<file path="src/rtl/f1_light_sequencer.sv">
// F1 start-light sequencer: fills the lamp bar one lamp per STEP_MS ticks, holds
// all lamps for a pseudo-random interval, then extinguishes them with a one-cycle go.
//
//   state    | meaning
//   ---------+--------------------------------------------------------------
//   IDLE     | lamps off, waiting for start
//   LIGHTS   | lighting lamps, one every STEP_MS ticks
//   HOLD     | all lamps lit, counting the latched hold interval
//   WAIT_LOW | run finished, waiting for start to drop before re-arming
module f1_light_sequencer #(
  parameter int N_LEDS      = 10,
  parameter int STEP_MS     = 500,
  parameter int MIN_HOLD_MS = 200,
  parameter int RAND_BITS   = 11
) (
  input  logic              clk,
  input  logic              rst,
  input  logic              tick,
  input  logic              start,
  output logic [N_LEDS-1:0] ledr,
  output logic              go,
  output logic              busy,
  output logic [13:0]       hold_ms
);

  localparam int LED_CW = $clog2(N_LEDS + 1);
  localparam logic [13:0]       STEP_LAST = 14'(STEP_MS - 1);
  localparam logic [LED_CW-1:0] LED_LAST  = LED_CW'(N_LEDS - 1);
  localparam logic [13:0]       HOLD_BASE = 14'(MIN_HOLD_MS);

  typedef enum logic [1:0] {
    S_IDLE     = 2'd0,
    S_LIGHTS   = 2'd1,
    S_HOLD     = 2'd2,
    S_WAIT_LOW = 2'd3
  } state_t;

  state_t              state_q, state_d;
  logic [13:0]         ms_cnt_q, ms_cnt_d;
  logic [LED_CW-1:0]   led_cnt_q, led_cnt_d;
  logic [N_LEDS-1:0]   ledr_q, ledr_d;
  logic                go_q, go_d;
  logic [13:0]         hold_q, hold_d;
  logic [13:0]         lfsr_q, lfsr_d;
  logic                lfsr_fb;

  // Taps for x^14 + x^13 + x^12 + x^2 + 1; a nonzero seed keeps it out of zero.
  assign lfsr_fb = lfsr_q[13] ^ lfsr_q[12] ^ lfsr_q[11] ^ lfsr_q[1];

  always_ff @(posedge clk or posedge rst) begin
    if (rst) begin
      state_q   <= S_IDLE;
      ms_cnt_q  <= '0;
      led_cnt_q <= '0;
      ledr_q    <= '0;
      go_q      <= 1'b0;
      hold_q    <= '0;
      lfsr_q    <= 14'h0001;
    end else begin
      state_q   <= state_d;
      ms_cnt_q  <= ms_cnt_d;
      led_cnt_q <= led_cnt_d;
      ledr_q    <= ledr_d;
      go_q      <= go_d;
      hold_q    <= hold_d;
      lfsr_q    <= lfsr_d;
    end
  end

  always_comb begin
    state_d   = state_q;
    ms_cnt_d  = ms_cnt_q;
    led_cnt_d = led_cnt_q;
    ledr_d    = ledr_q;
    go_d      = 1'b0;
    hold_d    = hold_q;
    lfsr_d    = {lfsr_q[12:0], lfsr_fb};

    case (state_q)
      S_IDLE: begin
        ledr_d = '0;
        if (start) begin
          hold_d    = HOLD_BASE + 14'(lfsr_q[RAND_BITS-1:0]);
          ms_cnt_d  = '0;
          led_cnt_d = '0;
          state_d   = S_LIGHTS;
        end
      end

      S_LIGHTS: begin
        if (tick) begin
          if (ms_cnt_q == STEP_LAST) begin
            ms_cnt_d  = '0;
            ledr_d    = (ledr_q << 1) | N_LEDS'(1);
            led_cnt_d = led_cnt_q + LED_CW'(1);
            if (led_cnt_q == LED_LAST) begin
              state_d = S_HOLD;
            end
          end else begin
            ms_cnt_d = ms_cnt_q + 14'd1;
          end
        end
      end

      S_HOLD: begin
        ledr_d = '1;
        if (tick) begin
          if (ms_cnt_q == hold_q - 14'd1) begin
            ledr_d   = '0;
            go_d     = 1'b1;
            ms_cnt_d = '0;
            // A button still held at extinction must be released before re-arming.
            state_d  = start ? S_WAIT_LOW : S_IDLE;
          end else begin
            ms_cnt_d = ms_cnt_q + 14'd1;
          end
        end
      end

      S_WAIT_LOW: begin
        ledr_d = '0;
        if (!start) begin
          state_d = S_IDLE;
        end
      end

      default: begin
        state_d = S_IDLE;
        ledr_d  = '0;
      end
    endcase
  end

  assign ledr    = ledr_q;
  assign go      = go_q;
  assign busy    = (state_q != S_IDLE);
  assign hold_ms = hold_q;

endmodule

</file>
<file path="config.mk">
export PLATFORM = sky130hd
export DESIGN_NAME = f1_light_sequencer
export DESIGN_NICKNAME = d
export VERILOG_FILES = /design/src/rtl/f1_light_sequencer.sv
export SDC_FILE = /design/constraint.sdc
export NUM_CORES = 1
export LEC_CHECK = 0
export BUFFER_PORTS_ARGS = -buffer_cell sky130_fd_sc_hd__buf_2
export CAP_MARGIN = 20
export CELL_PAD_IN_SITES_DETAIL_PLACEMENT = 1
export CELL_PAD_IN_SITES_GLOBAL_PLACEMENT = 2
export CORE_AREA = 2 2 107 109
export DETAILED_ROUTE_END_ITERATION = 10
export DIE_AREA = 0 0 109 111
export GPL_ROUTABILITY_DRIVEN = 0
export PLACE_DENSITY = 0.7
export SETUP_SLACK_MARGIN = 0.15
export SLEW_MARGIN = 20
export SYNTH_ARGS = -nofsm -noshare
export SYNTH_HDL_FRONTEND = slang
export SYNTH_SLANG_ARGS = --single-unit
</file>
<file path="constraint.sdc">
create_clock -name clk -period 9.2 [get_ports clk]
set_clock_uncertainty 0.15 [all_clocks]
set_input_delay 1.38 -clock clk [delete_from_list [all_inputs] [get_ports clk]]
set_output_delay 1.38 -clock clk [all_outputs]
set_load 0.01 [all_outputs]
</file>
==> flow_metrics.tcl, run 1 <==
set metrics [dict create \
    ir_worst_vdd_mv 0.124 \
    internal_power_uw 634 \
    p_per_area_nw_per_um2 290 \
    drive_gt1_share_pct 17.0 \
    synth_top_cell_by_area "dfrtp_1" \
    tightest_slew_ps 738 \
    synth_top_area_share_pct 44.7 \
    p_clk_share_pct 27.9 \
    highest_layer "met4" \
    ys_ff_latch 57 \
    power.share.switching_pct 39.8 \
    cp-end-kind "flop" \
    num_vias 2487 \
    ys_seq_area_share_pct 45.6 \
    rows 39 \
    die_area_um2 12100 \
    cp_max_fo 14 \
    synthTopCellsByArea "dfrtp_1, nand2_1, xnor2_1" \
    hpwlAfterDp_um 5770 \
    root_buffer "clkbuf_16" \
    drt_iter0_drc 90 \
    tns_ps 0 \
    cts-hold-fix-buffers 0 \
    met2_length_um 3840 \
    route.detailed.drc 0 \
    postSynthCellCount 333 \
    fin_util_pct 32.9 \
    netlist-cell-type-count 63 \
    wirelength_met1_um 3890 \
    p_sw_uw 420 \
    path_class "reg -> reg" \
    required_ps 9240 \
    ant_nets 0 \
    gr-total-overflow 0 \
    arrival_ps 3830 \
    power_mw 1.05 \
    ys_top_cells_by_count "dfrtp_1, nand2_1, nor2_1" \
    syn_area_per_cell_um2 9.41 \
    hold_viol 0 \
    nNetsFinal 369 \
    met3_length_um 258 \
    start_kind "flop" \
    fp.dieH_um 111 \
    cts.path.max_buffers 2 \
    setup_viol 0 \
    numCtsBuffers 9 \
    areaGrowthSynthToFinish_pct 16.2 \
    seqPwrFrac_pct 33.4 \
    cts_setup_buffers 0 \
    cts_max_level 3 \
    nFillCells 1282 \
    ys_async_sr_fraction_pct 100 \
    min_path_type "reg -> reg" \
    worstHoldPathCells 0 \
    synth-main-ff-cell "dfrtp_1" \
    first_pass_iters 4 \
    grt_max_degree 58 \
    rsz0062_at_grt "false" \
    port_buffers 27 \
    fp.dieW_um 109 \
    start_util_pct 28.3 \
    max_freq_mhz 264 \
    total_leakage_power_nw 1.58 \
    register_area_um2 1430 \
    avgRoutedWirePerCell_um 16.1 \
    core_um2 11100 \
    n_antenna_cell 0 \
    vias_per_cell 4.96 \
    path_clk_slew_ps 50 \
    r2r_cells 9 \
    track_usage_pct 14.5 \
    post-route-min-period_ps 3790 \
    cap_violations 0 \
    ios 30 \
    cts_tree "yes" \
    status "complete, no violations" \
    syn_area_um2 3130 \
    fin_crit_sh_pct 41.2 \
    clock_latency_ps 320 \
    slew_violations 0 \
    antenna_found_initial 0 \
    clkSinkCount 57 \
    synth_edf_count 0 \
    synth_most_common_cell "dfrtp_1" \
    routed_wl_um 8080 \
    multiInputGateArea_um2 1560 \
    cts.repair.resized 0 \
    ys_warn_count 0 \
    grt_pass1_wl_um 13600 \
    max_slew_margin_pct 50.8 \
    grt_pass1_vias 2609 \
    power_frac_comb_pct 38.6 \
]
==> flip-flops by register name, summed over array words and instances (netlist names) <==
signal / cells
ledr: 10
hold_ms: 12
go: 1
ms_cnt_q: 14
led_cnt_q: 4
state_q: 2
lfsr_q: 14
==> through the flow <==
| step | std cells | instance area, µm² | setup slack, ps | hold WS (ps) |
|---|---|---|---|---|
| 4_1_cts | 501 | 3640 | 5400 | 238 |
| 5_1_grt | 501 | 3640 | 5020 | 247 |
| 2_1_floorplan | 334 | 3140 | 6180 | 200 |
| 6_report | 501 | 3640 | 5410 | 243 |
| 3_5_place_dp | 486 | 3370 | 5420 | 218 |
| 3_3_place_gp | 486 | 3370 | 5540 | 237 |
==> layer usage <==
layer	GRT usage, %	up-vias
li1	-	1214
met1	19.9	1228
met2	22.6	39
met3	3.23	6
met4	4.27	0
met5	0	-
==> layout make-up <==
type                    count  area share (%)
multi-input cells         242            42.9
flip-flops and latches     57            39.2
clock buffers              12            6.77
well taps                 143            4.92
repair buffers             29            4.13
inverters                  15            1.55
clock inverters             3           0.481
==> path summary, 6_finish.rpt <==
kind | from | end | slack [ps]
worst max-delay path | hold_ms[0]$_DFFE_PP0P_ | ms_cnt_q[8]$_DFFE_PP0P_ | 5410
worst min-delay path | lfsr_q[2]$_DFF_PP0_ | lfsr_q[3]$_DFF_PP0_ | 240
worst max register to register | hold_ms[0]$_DFFE_PP0P_ | ms_cnt_q[8]$_DFFE_PP0P_ | 5410
worst min register to register | lfsr_q[2]$_DFF_PP0_ | lfsr_q[3]$_DFF_PP0_ | 240
max in group asynchronous | rst | ms_cnt_q[6]$_DFFE_PP0P_ | 7290
min in group asynchronous | rst | lfsr_q[8]$_DFF_PP0_ | 1120
==> placed cells by master, fill, tap and decap left out, types with 2 or more instances in the layout <==
cell type / count
nor3_1: 6
o31ai_1: 2
a221oi_1: 2
nand2b_1: 3
a211oi_2: 2
ha_1: 11
clkinv_2: 2
a41oi_2: 2
nor2b_1: 3
mux2_2: 5
and4_1: 2
o21ai_0: 20
nor2_1: 24
conb_1: 2
o22ai_1: 3
buf_4: 2
buf_2: 27
nand4_1: 3
or3_1: 5
nand2_1: 44
o211ai_1: 2
and2_1: 2
or4_1: 3
inv_1: 14
clkbuf_16: 9
clkbuf_1: 2
xor2_1: 7
xnor2_1: 17
nand3_1: 13
a21boi_0: 2
and3_1: 2
a21oi_1: 16
a22o_1: 2
dfrtp_1: 56
nor4_1: 6
o311ai_0: 4
==> power groups by stage <==
stage | Combinational (mW) | Sequential [mW] | Clock (mW)
final | 0.408 | 0.352 | 0.295
after CTS | 0.414 | 0.352 | 0.306
after global placement | 0.407 | 0.354 | 0
after global routing | 0.466 | 0.360 | 0.317
after floorplan | 0.300 | 0.349 | 0
after detailed placement | 0.412 | 0.355 | 0
==> cell families after synthesis <==
| kind of cell | count (synthesis) | share of synthesized area (%) |
|---|---|---|
| and+or+nand+nor | 122 | 18.9 |
| AOI/OAI and AO/OA | 77 | 17.4 |
| DFF | 57 | 45.6 |
| buffers and inverters | 35 | 4.79 |
| xor gates and xnor gates | 24 | 6.71 |
| adders and majority gates | 11 | 4.39 |
| muxes | 6 | 2.12 |
| other | 1 | 0.120 |
==> critical path, cell delays in order (launching register included) <==
cell       delay (ps)
dfrtp_1           450
inv_1              90
ha_1              270
or3b_2            560
nor4_2            300
xor2_1            220
a2111oi_2          90
a41oi_2           660
nand2b_1          430
o311ai_0          440
Note: power is estimated with default switching activity, not from simulation.
==> run 2: changes to the inputs <==
ABC_AREA = 1   (was default)
CORE_AREA = 2 2 110 112   (was 2 2 107 109)
DIE_AREA = 0 0 112 114   (was 0 0 109 111)
PLACE_DENSITY = 0.72   (was 0.7)
clock period = 3.9 ns   (was 9.2 ns; I/O delays follow)
==> flow_metrics.tcl, run 2 <==
set metrics [dict create \
    ys_async_sr_fraction_pct 100 \
    fp.dieW_um 112 \
    nNetsFinal 458 \
    cp-end-kind "flop" \
    drt_iter0_drc 107 \
    cap_violations 0 \
    cts_max_level 3 \
    fin_crit_sh_pct 69.6 \
    cts-hold-fix-buffers 0 \
    place_ws_ps 1200 \
    max_slew_margin_pct 41.3 \
    antenna_found_initial 0 \
    ys_top_cells_by_count "nand2_1, dfrtp_1, inv_1, nor2_1, nand3_1" \
    grt_pass1_wl_um 14100 \
    min_path_type "reg -> reg" \
    routed_wl_um 8220 \
    tns_ps 0 \
    path_clk_slew_ps 50 \
    ir_worst_vdd_mv 0.206 \
    total_leakage_power_nw 1.90 \
    avgRoutedWirePerCell_um 13.8 \
    areaGrowthSynthToFinish_pct 18.7 \
    grt_pass1_vias 2756 \
    clkSinkCount 57 \
    rows 40 \
    p_per_area_nw_per_um2 667 \
    grt_max_degree 41 \
    numCtsBuffers 9 \
    drive_gt1_share_pct 21.0 \
    ant_nets 0 \
    arrival_ps 2810 \
    synth_edf_count 0 \
    slew_violations 0 \
    ios 30 \
    path_class "reg -> reg" \
    core_um2 11700 \
    hpwlAfterDp_um 6240 \
    synth_most_common_cell "nand2_1" \
    cp_max_fo 15 \
    vias_per_cell 4.48 \
    ys_warn_count 0 \
    start_kind "flop" \
    cts_setup_buffers 0 \
    cts.path.max_buffers 2 \
    layout_commonest_cell "nand2_1" \
    layout_setup_ws_ps 1190 \
    internal_power_mw 1.63 \
    status "complete, no violations" \
    seqPwrFrac_pct 30.3 \
    postSynthCellCount 411 \
    fp.dieH_um 114 \
    synth-main-ff-cell "dfrtp_1" \
    root_buffer "clkbuf_16" \
    start_util_pct 28.2 \
    route.detailed.drc 0 \
    ys_seq_area_share_pct 43.2 \
    clock_latency_ps 340 \
    fin_util_pct 33.5 \
    setup_viol 0 \
    synth_top_cell_by_area "dfrtp_1" \
    hold_viol 0 \
    n_antenna_cell 0 \
    p_clk_share_pct 35.2 \
    netlist-cell-type-count 37 \
    cts_tree "yes" \
    gr-total-overflow 0 \
    die_area_um2 12800 \
    syn_area_um2 3300 \
    power_frac_comb_pct 34.5 \
    ys_ff_latch 57 \
    final_cell_mix "nand2_1, dfrtp_1, nor2_1" \
    num_vias 2666 \
    post-route-min-period_ps 2710 \
    rsz0062_at_grt "false" \
    syn_area_per_cell_um2 8.03 \
    track_usage_pct 14.1 \
    synthTopCellsByArea "dfrtp_1, nand2_1, o21ai_2" \
    p_sw_uw 987 \
    max_freq_mhz 368 \
    power.share.switching_pct 37.7 \
    first_pass_iters 4 \
    tightest_slew_ps 879 \
    cts.repair.resized 0 \
    required_ps 4000 \
    port_buffers 27 \
    synth_top_area_share_pct 42.4 \
]
[run 2: changes by cell type in the layout (fill, tap and decap cells not counted), sizes merged, moves of 10 or more]
cell   before  now
a21oi      17    4
inv        15   47
nand2      44  116
nand3      13   30
nor2       24   55
o21ai      21   44
xnor2      17    7
[run 2: cell families after synthesis]
logic type	count (synthesis)	synth area share, %
AND/OR/NAND/NOR	207	27.6
buffers and inverters	58	7.46
flip-flops	57	43.2
AO/OA/AOI/OAI	54	11.3
XOR/XNOR	22	5.84
adder cells (fa/ha/maj)	11	4.17
other	1	0.114
multiplexers	1	0.303
[run 2: power groups by stage]
stage | Clock, mW | Combinational [mW] | Sequential [mW]
6_report | 0.920 | 0.902 | 0.794
3_5_place_dp | 0 | 0.919 | 0.804
5_1_grt | 0.965 | 1.03 | 0.814
2_1_floorplan | 0 | 0.670 | 0.810
3_3_place_gp | 0 | 0.893 | 0.799
4_1_cts | 0.937 | 0.926 | 0.796
[run 2: path summary, 6_finish.rpt]
kind | from | endpoint | slack, ps | cells after the start
setup / recovery | state_q[1]$_DFFE_PP0P_ | ms_cnt_q[12]$_DFFE_PP0P_ | 1190 | 9
hold / removal | lfsr_q[2]$_DFF_PP0_ | lfsr_q[3]$_DFF_PP0_ | 230 | 0
setup reg to reg | state_q[1]$_DFFE_PP0P_ | ms_cnt_q[12]$_DFFE_PP0P_ | 1190 | 9
hold reg to reg | lfsr_q[2]$_DFF_PP0_ | lfsr_q[3]$_DFF_PP0_ | 230 | 0
max in group asynchronous | rst | ms_cnt_q[10]$_DFFE_PP0P_ | 2520 | 3
min in group asynchronous | rst | ledr[2]$_DFFE_PP0P_ | 280 | 2
[run 2: final cells by class]
| cell class | count | area (µm²) |
|---|---|---|
| Clock buffer | 11 | 243 |
| Clock inverter | 5 | 103 |
| Fill cell | 1453 | 7790 |
| Inverter | 50 | 189 |
| Multi-Input combinational cell | 297 | 1630 |
| Sequential cell | 57 | 1430 |
| Tap cell | 147 | 184 |
| Timing Repair Buffer | 28 | 143 |
[run 2: worst max-delay path, cell delays in order (launching register included)]
cell     delay, ps
dfrtp_1        440
inv_1          110
ha_1           330
nand2_1        190
o21ai_1        160
nor2_1         160
nand2_1        350
nor2_1         340
nand2_4        190
o21ai_0        190
[run 2: metal layers]
metal | GRT usage (%) | vias to the layer above | wire, µm
li1 | - | 1355 | -
met1 | 18.6 | 1277 | 3970
met2 | 22.3 | 21 | 3900
met3 | 2.82 | 13 | 160
met4 | 6.83 | 0 | 182
met5 | 0 | - | 0
[run 2: through the flow]
stage	total power, mW	area [µm²]	std cells	hold WS (ps)
floorplan	1.48	3310	412	204
global placement	1.69	3570	579	225
detailed placement	1.72	3570	579	221
CTS	2.66	3920	595	241
global route	2.81	3920	595	259
finish	2.62	3920	595	233
==> run 3: changes to the inputs <==
clock period = 2.6 ns   (was 3.9 ns; I/O delays follow)
==> flow_metrics.tcl, run 3 (synthesized netlist as in run 2, its figures left out) <==
set metrics [dict create \
    status "complete, no violations" \
    ant_nets 0 \
    antenna_found_initial 0 \
    crit_end "ms_cnt_q[4]$_DFFE_PP0P_" \
    reg2reg_from "hold_ms[0]$_DFFE_PP0P_" \
    root_buffer "clkbuf_16" \
    seqPwrFrac_pct 31.3 \
    port_buffers 27 \
    clock_latency_ps 330 \
    grt_pass1_vias 2771 \
    p_sw_mw 1.57 \
    tightest_slew_ps 602 \
    min_path_type "in -> reg" \
    rsz0062_at_grt "false" \
    drive_gt1_share_pct 23.0 \
    place_ws_ps 148 \
    dp_cells 581 \
    r2r_cells 15 \
    rows 40 \
    p_clk_share_pct 29.2 \
    nNetsFinal 463 \
    slew_violations 0 \
    start_util_pct 28.2 \
    power_mw 3.81 \
    post-route-min-period_ps 2250 \
    arrival_ps 2310 \
    cp-end-kind "flop" \
    setup_viol 0 \
    cts_tree "yes" \
    fin_crit_sh_pct 86.5 \
    avgRoutedWirePerCell_um 14.1 \
    drt_iter0_drc 53 \
    grt_max_degree 32 \
    required_ps 2660 \
    fin_cells 600 \
    numCtsBuffers 9 \
    total_leakage_power_nw 1.90 \
    fp.dieH_um 114 \
    cap_violations 0 \
    track_usage_pct 13.8 \
    power.share.switching_pct 41.1 \
    p_per_area_nw_per_um2 963 \
    start_kind "flop" \
    r2r_setup_slack_ps 350 \
    max_freq_mhz 445 \
    path_class "reg -> reg" \
    internal_power_mw 2.24 \
    hpwlAfterDp_um 6280 \
    max_slew_margin_pct 59.8 \
    hold_viol 0 \
    ir_worst_vdd_mv 0.378 \
    core_um2 11700 \
    layout_setup_ws_ps 351 \
    ios 30 \
    gr-total-overflow 0 \
    route.detailed.drc 0 \
    power_frac_comb_pct 39.6 \
    vias_per_cell 4.53 \
    num_vias 2720 \
    routed_wl_um 8480 \
    grt_pass1_wl_um 13900 \
    tns_ps 0 \
    areaGrowthSynthToFinish_pct 19.7 \
    first_pass_iters 4 \
    clkSinkCount 57 \
    nFillCells 1456 \
    cp-startpoint "hold_ms[0]$_DFFE_PP0P_" \
    cp_max_fo 6 \
    cts_max_level 3 \
    final_cell_mix "nand2_1, dfrtp_1, nor2_1" \
    n_antenna_cell 0 \
    layout_commonest_cell "nand2_1" \
    cts.path.max_buffers 2 \
    reg2reg_to "ms_cnt_q[4]$_DFFE_PP0P_" \
    fp.dieW_um 112 \
    path_clk_slew_ps 50 \
    die_area_um2 12800 \
]
[run 3: cell count changes in the layout (fill, tap and decap cells not counted), moves of 2 or more]
cell,change
nand2_1,-2
inv_2,+2
inv_1,-2
nand2_4,+2
clkbuf_1,+2
bufinv_16,-3
[run 3: final cells by class]
class                      instances  area (µm²)  share of cell area [%]
multi-input combinational        299        1690                    42.8
inverter                          50         193                    4.87
tap                              147         184                    4.65
sequential                        57        1430                    36.1
clock inverter                     2        12.5                   0.316
timing repair buffer              31         180                    4.56
clock buffer                      14         264                    6.68
[run 3: repair_timing]
item	CTS	global route
resized for setup	0	13
hold buffers	1	0
hold endpoints to repair	25	0
setup endpoints to repair	0	27
setup buffers	0	0
[run 3: worst max-delay path, stage by stage (launching register included)]
cell and delay [ps]:
dfrtp_1 410, inv_2 120, ha_4 160, inv_2 50
nor2_2 120, nand3_1 110, o21bai_1 140, nand2_1 70
nor2_1 80, nand2_1 60, nor2_2 120, nand2_2 80
nand2_2 120, nand2_4 100, nand2_4 170, o21ai_2 60
[run 3: metrics by stage]
stage               util, %  hold WS (ps)  cell area, µm²
floorplan                 -           204            3310
global placement       30.8           222            3600
detailed placement     30.8           213            3600
CTS                    33.2           185            3890
global route           33.8           232            3950
finish                 33.8           225            3950
[run 3: worst min-delay path by stage]
stage | start | endpoint | slack [ps] | cells after the start
after floorplan | lfsr_q[2]$_DFF_PP0_ | lfsr_q[3]$_DFF_PP0_ | 200 | 0
after global placement | lfsr_q[2]$_DFF_PP0_ | lfsr_q[3]$_DFF_PP0_ | 220 | 0
after detailed placement | lfsr_q[2]$_DFF_PP0_ | lfsr_q[3]$_DFF_PP0_ | 210 | 0
after CTS | tick | go$_DFF_PP0_ | 190 | 3
after global routing | tick | go$_DFF_PP0_ | 230 | 3
final | tick | go$_DFF_PP0_ | 230 | 3
[run 3: power by group through the flow]
stage	clock network, mW	logic [mW]	registers [mW]
floorplan	0	1.01	1.21
global placement	0	1.38	1.20
detailed placement	0	1.40	1.21
CTS	1.14	1.41	1.19
global route	1.16	1.70	1.22
finish	1.11	1.51	1.19
[run 3: layer usage]
| metal | vias to the layer above | wire [µm] | GRT usage [%] |
|---|---|---|---|
| li1 | 1373 | - | - |
| met1 | 1314 | 4180 | 18.7 |
| met2 | 19 | 3990 | 21.7 |
| met3 | 14 | 157 | 2.34 |
| met4 | 0 | 154 | 6.34 |
| met5 | - | 0 | 0 |
